$ cat config.mk
export PLATFORM = sky130hd
export DESIGN_NAME = inst_fetch
export DESIGN_NICKNAME = d
export VERILOG_FILES = /design/src/rtl/inst_fetch.sv
export SDC_FILE = /design/constraint.sdc
export NUM_CORES = 1
export LEC_CHECK = 0
export CORE_MARGIN = 5
export CORE_UTILIZATION = 58
export CTS_BUF_LIST = sky130_fd_sc_hd__clkbuf_8
export CTS_CLUSTER_DIAMETER = 30
export CTS_CLUSTER_SIZE = 20
export DETAILED_ROUTE_END_ITERATION = 8
export HOLD_SLACK_MARGIN = 0.03
export PLACE_DENSITY = 0.81
export SETUP_SLACK_MARGIN = 0.2
export SLEW_MARGIN = 10
export SYNTH_ARGS = -nofsm -noshare
export SYNTH_HDL_FRONTEND = slang
export SYNTH_SLANG_ARGS = --single-unit
$ cat constraint.sdc
create_clock -name clk -period 2.9 [get_ports clk]
set_clock_uncertainty 0.05 [all_clocks]
set_input_delay 0.29 -clock clk [delete_from_list [all_inputs] [get_ports clk]]
set_output_delay 0.29 -clock clk [all_outputs]
set_load 0.1 [all_outputs]
$ cat src/rtl/inst_fetch.sv
// -----------------------------------------------------------------------------
// inst_fetch -- instruction fetch unit for the single-clock MIPS core.
//
// Purpose:
//   This block drives the word address to the instruction memory and captures
//   the combinational read data. It holds the program counter. It buffers each
//   fetched word, tagged with its byte PC, in a small show-ahead prefetch FIFO.
//   The FIFO head is presented to decode over a valid/ready handshake. A
//   redirect loads a new PC and flushes every queued entry.
//
// Ports:
//   clk             core clock, rising-edge active
//   rst_n           asynchronous, active-low reset
//   read_addr[29:0] word address to instruction memory (pc[31:2])
//   memout[31:0]    instruction word, combinational from read_addr
//   inst_valid      FIFO head holds an instruction
//   inst_ready      decode accepts the head this cycle
//   inst_out[31:0]  head instruction word
//   inst_pc[31:0]   byte PC of the head instruction
//   redirect_valid  load redirect_pc and flush the FIFO
//   redirect_pc     redirect target; bits [1:0] are ignored
//   halted          fetch stopped on a null word
//
// Parameters:
//   RESET_PC        byte address of the first fetch (word aligned)
//   FIFO_DEPTH      number of prefetch entries, a power of two from 2 to 16
//
// Configuration macro:
//   NULL_HALT_EN    When defined, an all-zero instruction word stops fetch and
//                   sets halted. When undefined, a zero word is queued like any
//                   other instruction, and halted never rises.
// -----------------------------------------------------------------------------
module inst_fetch #(
  parameter logic [31:0] RESET_PC   = 32'h0010_0000,
  parameter int          FIFO_DEPTH = 4
) (
  input  logic        clk,
  input  logic        rst_n,
  output logic [29:0] read_addr,
  input  logic [31:0] memout,
  output logic        inst_valid,
  input  logic        inst_ready,
  output logic [31:0] inst_out,
  output logic [31:0] inst_pc,
  input  logic        redirect_valid,
  input  logic [31:0] redirect_pc,
  output logic        halted
);

  localparam int              PTR_W   = $clog2(FIFO_DEPTH);
  localparam int              CNT_W   = PTR_W + 1;
  localparam logic [CNT_W-1:0] DEPTH_C = CNT_W'(FIFO_DEPTH);
  localparam logic [CNT_W-1:0] ONE_C   = CNT_W'(1);

  // Architectural state.
  logic [31:0]      pc_q, pc_d;
  logic [PTR_W-1:0] rd_ptr_q, rd_ptr_d;
  logic [PTR_W-1:0] wr_ptr_q, wr_ptr_d;
  logic [CNT_W-1:0] count_q, count_d;
  logic             valid_q, valid_d;
  logic             halted_q, halted_d;
  logic [31:0]      head_word_q, head_word_d;
  logic [31:0]      head_pc_q, head_pc_d;

  // Entry storage. It has no reset: an entry is only ever read after it has
  // been written.
  logic [31:0]      fifo_word [FIFO_DEPTH];
  logic [31:0]      fifo_pc   [FIFO_DEPTH];

  logic             pop;
  logic             push;
  logic             space;
  logic             null_word;
  logic             halt_set;
  logic [PTR_W-1:0] rd_next_ptr;

  // The low two target bits are deliberately discarded (word-aligned fetch).
  logic             unused_redirect_lsbs;
  assign unused_redirect_lsbs = ^redirect_pc[1:0];

  // ---------------------------------------------------------------------------
  // Null-word detection
  // ---------------------------------------------------------------------------
  always_comb begin
    null_word = 1'b0;
`ifdef NULL_HALT_EN
    null_word = (memout == 32'h0000_0000);
`else
    null_word = 1'b0;
`endif
  end

  // ---------------------------------------------------------------------------
  // Handshake and push qualification
  // ---------------------------------------------------------------------------
  assign pop         = valid_q & inst_ready;
  // A full FIFO still has room when the head leaves in the same cycle.
  assign space       = (count_q < DEPTH_C) | pop;
  assign push        = ~halted_q & ~redirect_valid & space & ~null_word;
  assign halt_set    = ~halted_q & ~redirect_valid & space & null_word;
  assign rd_next_ptr = rd_ptr_q + PTR_W'(1);

  // ---------------------------------------------------------------------------
  // Next-state logic
  // ---------------------------------------------------------------------------
  always_comb begin
    pc_d        = pc_q;
    rd_ptr_d    = rd_ptr_q;
    wr_ptr_d    = wr_ptr_q;
    count_d     = count_q;
    halted_d    = halted_q;
    head_word_d = head_word_q;
    head_pc_d   = head_pc_q;

    if (redirect_valid) begin
      // A redirect outranks everything else: it drops a same-cycle pop and
      // suppresses the push. The head registers keep their stale contents
      // because decode ignores them while inst_valid is low.
      pc_d     = {redirect_pc[31:2], 2'b00};
      rd_ptr_d = '0;
      wr_ptr_d = '0;
      count_d  = '0;
      halted_d = 1'b0;
    end else begin
      if (pop) begin
        rd_ptr_d = rd_next_ptr;
      end
      if (push) begin
        wr_ptr_d = wr_ptr_q + PTR_W'(1);
        pc_d     = pc_q + 32'd4;
      end
      if (halt_set) begin
        halted_d = 1'b1;
      end

      unique case ({push, pop})
        2'b10:   count_d = count_q + ONE_C;
        2'b01:   count_d = count_q - ONE_C;
        default: count_d = count_q;
      endcase

      // The head registers track the oldest live entry, so the outputs never
      // depend on memout. If the FIFO is empty, or holds only the entry that is
      // leaving, the word being pushed becomes the new head directly.
      if (pop) begin
        if (count_q > ONE_C) begin
          head_word_d = fifo_word[rd_next_ptr];
          head_pc_d   = fifo_pc[rd_next_ptr];
        end else if (push) begin
          head_word_d = memout;
          head_pc_d   = pc_q;
        end
      end else if ((count_q == '0) && push) begin
        head_word_d = memout;
        head_pc_d   = pc_q;
      end
    end

    valid_d = (count_d != '0);
  end

  // ---------------------------------------------------------------------------
  // Control and head registers
  // ---------------------------------------------------------------------------
  always_ff @(posedge clk or negedge rst_n) begin
    if (!rst_n) begin
      pc_q        <= RESET_PC;
      rd_ptr_q    <= '0;
      wr_ptr_q    <= '0;
      count_q     <= '0;
      valid_q     <= 1'b0;
      halted_q    <= 1'b0;
      head_word_q <= 32'h0;
      head_pc_q   <= 32'h0;
    end else begin
      pc_q        <= pc_d;
      rd_ptr_q    <= rd_ptr_d;
      wr_ptr_q    <= wr_ptr_d;
      count_q     <= count_d;
      valid_q     <= valid_d;
      halted_q    <= halted_d;
      head_word_q <= head_word_d;
      head_pc_q   <= head_pc_d;
    end
  end

  // ---------------------------------------------------------------------------
  // Entry storage write port
  // ---------------------------------------------------------------------------
  always_ff @(posedge clk) begin
    if (push) begin
      fifo_word[wr_ptr_q] <= memout;
      fifo_pc[wr_ptr_q]   <= pc_q;
    end
  end

  // ---------------------------------------------------------------------------
  // Outputs
  // ---------------------------------------------------------------------------
  assign read_addr  = pc_q[31:2];
  assign inst_valid = valid_q;
  assign inst_out   = head_word_q;
  assign inst_pc    = head_pc_q;
  assign halted     = halted_q;

endmodule

* After elaboration in Yosys (flattened, before gate mapping)
Memories as Yosys holds them, arrays and structs flattened.
Cells that the tools add are included.
** Word-level totals
- RAM bits :: 256
- Logic and storage cells :: 48
- Output and inout port bits :: 96
- Bits of input ports :: 68
- Flip-flop bits (word level) :: 104
- Memories :: 2
** Memory list
- fifo_pc :: depth 4, width 32, read ports 1, clocked after memory_dff 0, wr ports 1, line 68 : logic [31:0] fifo_pc [FIFO_DEPTH];
- fifo_word :: depth 4, width 32, read ports 1, clocked after memory_dff 0, wr ports 1, line 67 : logic [31:0] fifo_word [FIFO_DEPTH];
** Cells by class
- Reduce and logical (&&, ||, !) cells :: 7
- Add/sub/neg operators :: 5
- Bitwise operators :: 4
- Equality and inequality tests :: 3
- Mux-type cells :: 18
- Order comparisons :: 2
** Operator list (number)
- $mux 32 :: 10
- $add 32x3->32 const B :: 1
- $mux 2 :: 4
- $pmux 3 s2 :: 1
- $reduce_bool 2->1 :: 3
- $add 2x1->2 const B :: 2
- $add 3x1->3 const B :: 1
- $gt 3x1->1 const B :: 1
- $logic_not 3->1 :: 1
- $lt 3x3->1 const B :: 1
- $mux 3 :: 1
- $ne 3x1->1 const B :: 1
- $reduce_and 3->1 :: 1
- $reduce_bool 3->1 :: 1
- $sub 3x1->3 const B :: 1
- $and 1x1->1 :: 2
- $eq 2x1->1 const B :: 1
- $eq 2x2->1 const B :: 1
- $mux 1 :: 2
- $logic_and 1x1->1 :: 1
- $not 1->1 :: 1
- $or 1x1->1 :: 1

* Depth between registers and ports, before layout
- Depth in word-level cells :: 7
- Gate-level depth with buffers :: 10
- Gate-level depth less buffers :: 8

* Worst setup path before layout
Ideal clock, no wire load.
- Path type :: flip-flop to flip-flop
- Start :: register valid_q (netlist: inst_valid)
- End :: memory fifo_pc[0][10] (enable)
- Period minus slack after synthesis :: 3307 ps
- Data required time :: 2423 ps
- Setup slack :: -407 ps
- Stages on the path, launching flop included :: 4
- Library setup time :: 427 ps
- Data arrival time :: 2831 ps
- Path buffers :: 0
- Cell sequence :: dfrtp_1 -> a21boi_4 -> nor2_4 -> and2_1
** Between the ends
- Longest elaborated chain between the ends :: 5
** Ends and longest elaborated chain
- from (decl) :: line 60 : logic valid_q, valid_d;
- from (signal assigned) :: line 180 : valid_q <= valid_d;
- $and 1x1->1 :: line 96 : assign pop = valid_q & inst_ready;
- $or 1x1->1 :: line 98 : assign space = (count_q < DEPTH_C) | pop;
- $and 1x1->1
- $mux 1 :: line 191 : if (push) begin
- $mux 1 (implied by the code) :: line 193 : fifo_pc[wr_ptr_q] <= pc_q;
- to (decl) :: line 68
No other way between the ends.

* Worst setup path in the final report
- Start :: register pc_q[6]
- End :: register pc_q[29]
** Between the ends
- Longest elaborated chain between the ends :: 3
** Ends and longest elaborated chain
- from (decl) :: line 56 : logic [31:0] pc_q, pc_d;
- from (signal assigned) :: line 176 : pc_q <= pc_d;
- $add 32x3->32 :: line 130 : pc_d = pc_q + 32'd4;
- $mux 32 :: line 128 : if (push) begin
- $mux 32 :: line 115 : if (redirect_valid) begin
No other way between the ends. The select of a mux whose other input is x is not followed.
A chain may end at the register's enable or synchronous reset.

==> metrics <==
run status=completed; die height=165.8 µm; Max Clock Freq=0.4543 GHz; antenna-violating nets left=0; Synth Instances=836; PortBufs=158; Critical Path AT=2.62 ns; Max clock buf depth=3; critical path class=reg -> reg; gr usage total=21.73%; DR WL/cell=20.94 µm; initial antenna violation count=0; Final Slew Violations=0; H-tree levels=2; clk sink count=348; Core Region=24110 µm²; vias per std cell=5.660; crit start category=register; IO Count=164; count of unique library cells instantiated by Yosys=48; Post-CTS Setup Inserts=0; RSZ-0062 raised after global routing=no; Resized cells post-CTS=0; reg2reg end=pc_q[29]; share of cells above drive strength 1=29.02%; Worst-path clk slew=0.07 ns; clk_lat worst skew=0.58 ns; leak pwr=6.742 nW; Horiz. Die Dim=165.8 µm; relative max-transition margin=59.51%; CP max-delay cell=dfrtp_1; first-pass GRT wire length=47530 µm; clock buffers created by TritonCTS=59; antenna cells=0; yosys warns=0; max_cap viols=0; hold_buf cts=1; pin count of the biggest net entering global routing=65; area leader, netlist=edfxtp_1; Post-synth EDFFs=248; final net count=1118; endpoints failing setup=0; Final Hold Vio Count=0; drt total wl=29580 µm; 1st-iter DRT viols=693; Avg Inst Size Synth=16.85 µm²; VDD IR max=827.5 µV; Final TNS setup=0 ns; CTS tree=built; Syn Std Cell Area=14080 µm²; synth top area cells=edfxtp_1 (53%), dfrtp_1 (18%), mux4_2 (9.9%); Hold Crit Class=in -> async; Non-Filler Instances=1413; dominant synthesized flop cell=edfxtp_1; Power Dens Cells=1028 nW/µm²; Root Buffer=clkbuf_8; via count=7998; sequential share of the synthesized area=70.65%; R2R setup slack=0.70 ns; critical path cell sequence=nand4_2 > nor3_2 > nand4_1 > xnor2_1 > mux2_2; drt pass-1 iters=5; detailed placement HPWL=18550 µm; Placer Congestion=0.7905; CP endpoint kind=register; final core occ=71.81%; worst slew pin tran=0.6040 ns; slowest stage delay, CP=0.58 ns; Final period util=75.91%; Register-to-Register Path Depth=5; Area Growth Syn to Fin=22.90%; Placed Instances=1301; Yosys reg bits=348; row count=57; Residual DRC=0; worst-path maximum fanout=11; Post-synth ARST share=28.74%; min cycle time layout=2.201 ns; worst reg2reg startpoint=pc_q[6]; cell family with most CP delay=simple AND/OR/NAND/NOR gates; vias in the first global route=8420; Critical Path RT=3.32 ns; die area=27500 µm²; Synth top area share=52.87%; crit path buf inv count=0; Initial Utilization=58.43%; final-layout fill cell count=1560; Congestion Overflow GR=0
-- how the worst max path moves through the flow --
| stage | startpoint | to | cells past startpoint |
|---|---|---|---|
| 6_report | pc_q[6] | pc_q[29] | 5 |
| 5_1_grt | pc_q[6] | pc_q[31] | 5 |
| 4_1_cts | pc_q[6] | pc_q[31] | 5 |
| 3_5_place_dp | inst_ready | inst_valid | 9 |
| 3_3_place_gp | inst_ready | inst_valid | 9 |
| 2_1_floorplan | inst_valid | fifo_pc[0][10] | 3 |
-- per-layer routing --
metal / up-vias / routed length (µm) / GRT usage (%)
li1: 3610 / - / -
met1: 4051 / 12320 / 30.31
met2: 284 / 14700 / 35.37
met3: 53 / 1925 / 4.666
met4: 0 / 639 / 6.169
met5: - / 0 / 0
-- through the flow --
step | worst slack [ns] | area (µm²) | hold WS, ns | power (mW)
after global routing | 0.5335 | 17310 | 0.1891 | 18.51
after floorplan | 0.2689 | 14100 | -0.05559 | 11.43
final | 0.6987 | 17310 | 0.1955 | 17.79
after CTS | 0.6730 | 17310 | 0.1756 | 17.94
after detailed placement | 0.5519 | 15920 | 0.2485 | 12.99
after global placement | 0.5985 | 15920 | 0.2351 | 12.88
-- flip-flops by register name (all words and copies together) (netlist names) --
name	flops
inst_out	32
inst_pc	30
fifo_word	128
pc_q	30
rd_ptr_q	2
inst_valid	1
wr_ptr_q	2
fifo_pc	120
count_q	3
-- layout by cell type (no fill, tap or decap), types with 9 or more instances in the layout --
cell type | synthesis | layout
buf_4 | 16 | 110
nand4_1 | 10 | 10
xnor2_1 | 11 | 11
inv_1 | 8 | 9
inv_6 | 0 | 10
nand2_1 | 102 | 102
nor2_1 | 9 | 9
edfxtp_1 | 248 | 248
xor2_1 | 20 | 20
o21ai_1 | 26 | 26
clkdlybuf4s50_1 | 0 | 63
o21ai_0 | 62 | 62
mux2i_1 | 63 | 63
clkinv_2 | 0 | 10
clkbuf_8 | 2 | 65
dfrtp_1 | 99 | 97
buf_12 | 0 | 11
mux4_2 | 62 | 62
ha_1 | 11 | 11
nand3_1 | 13 | 13
-- cells by family after synthesis --
group           after synthesis  synth area share (%)
compound gates              100                 3.891
buf+inv                      55                 2.345
mux                         129                 14.71
xor+xnor                     31                 1.928
flops                       348                 70.65
other cells                   1               0.02662
simple gates                161                 5.472
fa+ha+maj                    11                0.9772
-- layout make-up --
| type | instances | area (µm²) | share of cell area (%) |
|---|---|---|---|
| clock inverter | 46 | 489.2 | 2.826 |
| clock buffer | 65 | 894.6 | 5.168 |
| tap | 324 | 405.4 | 2.342 |
| inverter | 9 | 33.78 | 0.1952 |
| sequential | 348 | 9958 | 57.53 |
| timing repair buffer | 186 | 1692 | 9.772 |
| multi-input combinational | 435 | 3837 | 22.17 |
-- cells in the mapped netlist, types with 13 or more instances --
| cell type | number |
|---|---|
| edfxtp_1 | 248 |
| nand2_1 | 102 |
| dfrtp_1 | 99 |
| mux2i_1 | 63 |
| mux4_2 | 62 |
| o21ai_0 | 62 |
| o21ai_1 | 26 |
| xor2_1 | 20 |
| buf_4 | 16 |
| buf_2 | 14 |
| nand3_1 | 13 |
-- report_power, final --
part           switching, mW  total [mW]  internal (mW)
clock                   2.14        4.94           2.80
combinational           4.73        6.16           1.44
sequential             0.510        6.69           6.18
Note: power is estimated with default switching activity, not from simulation.
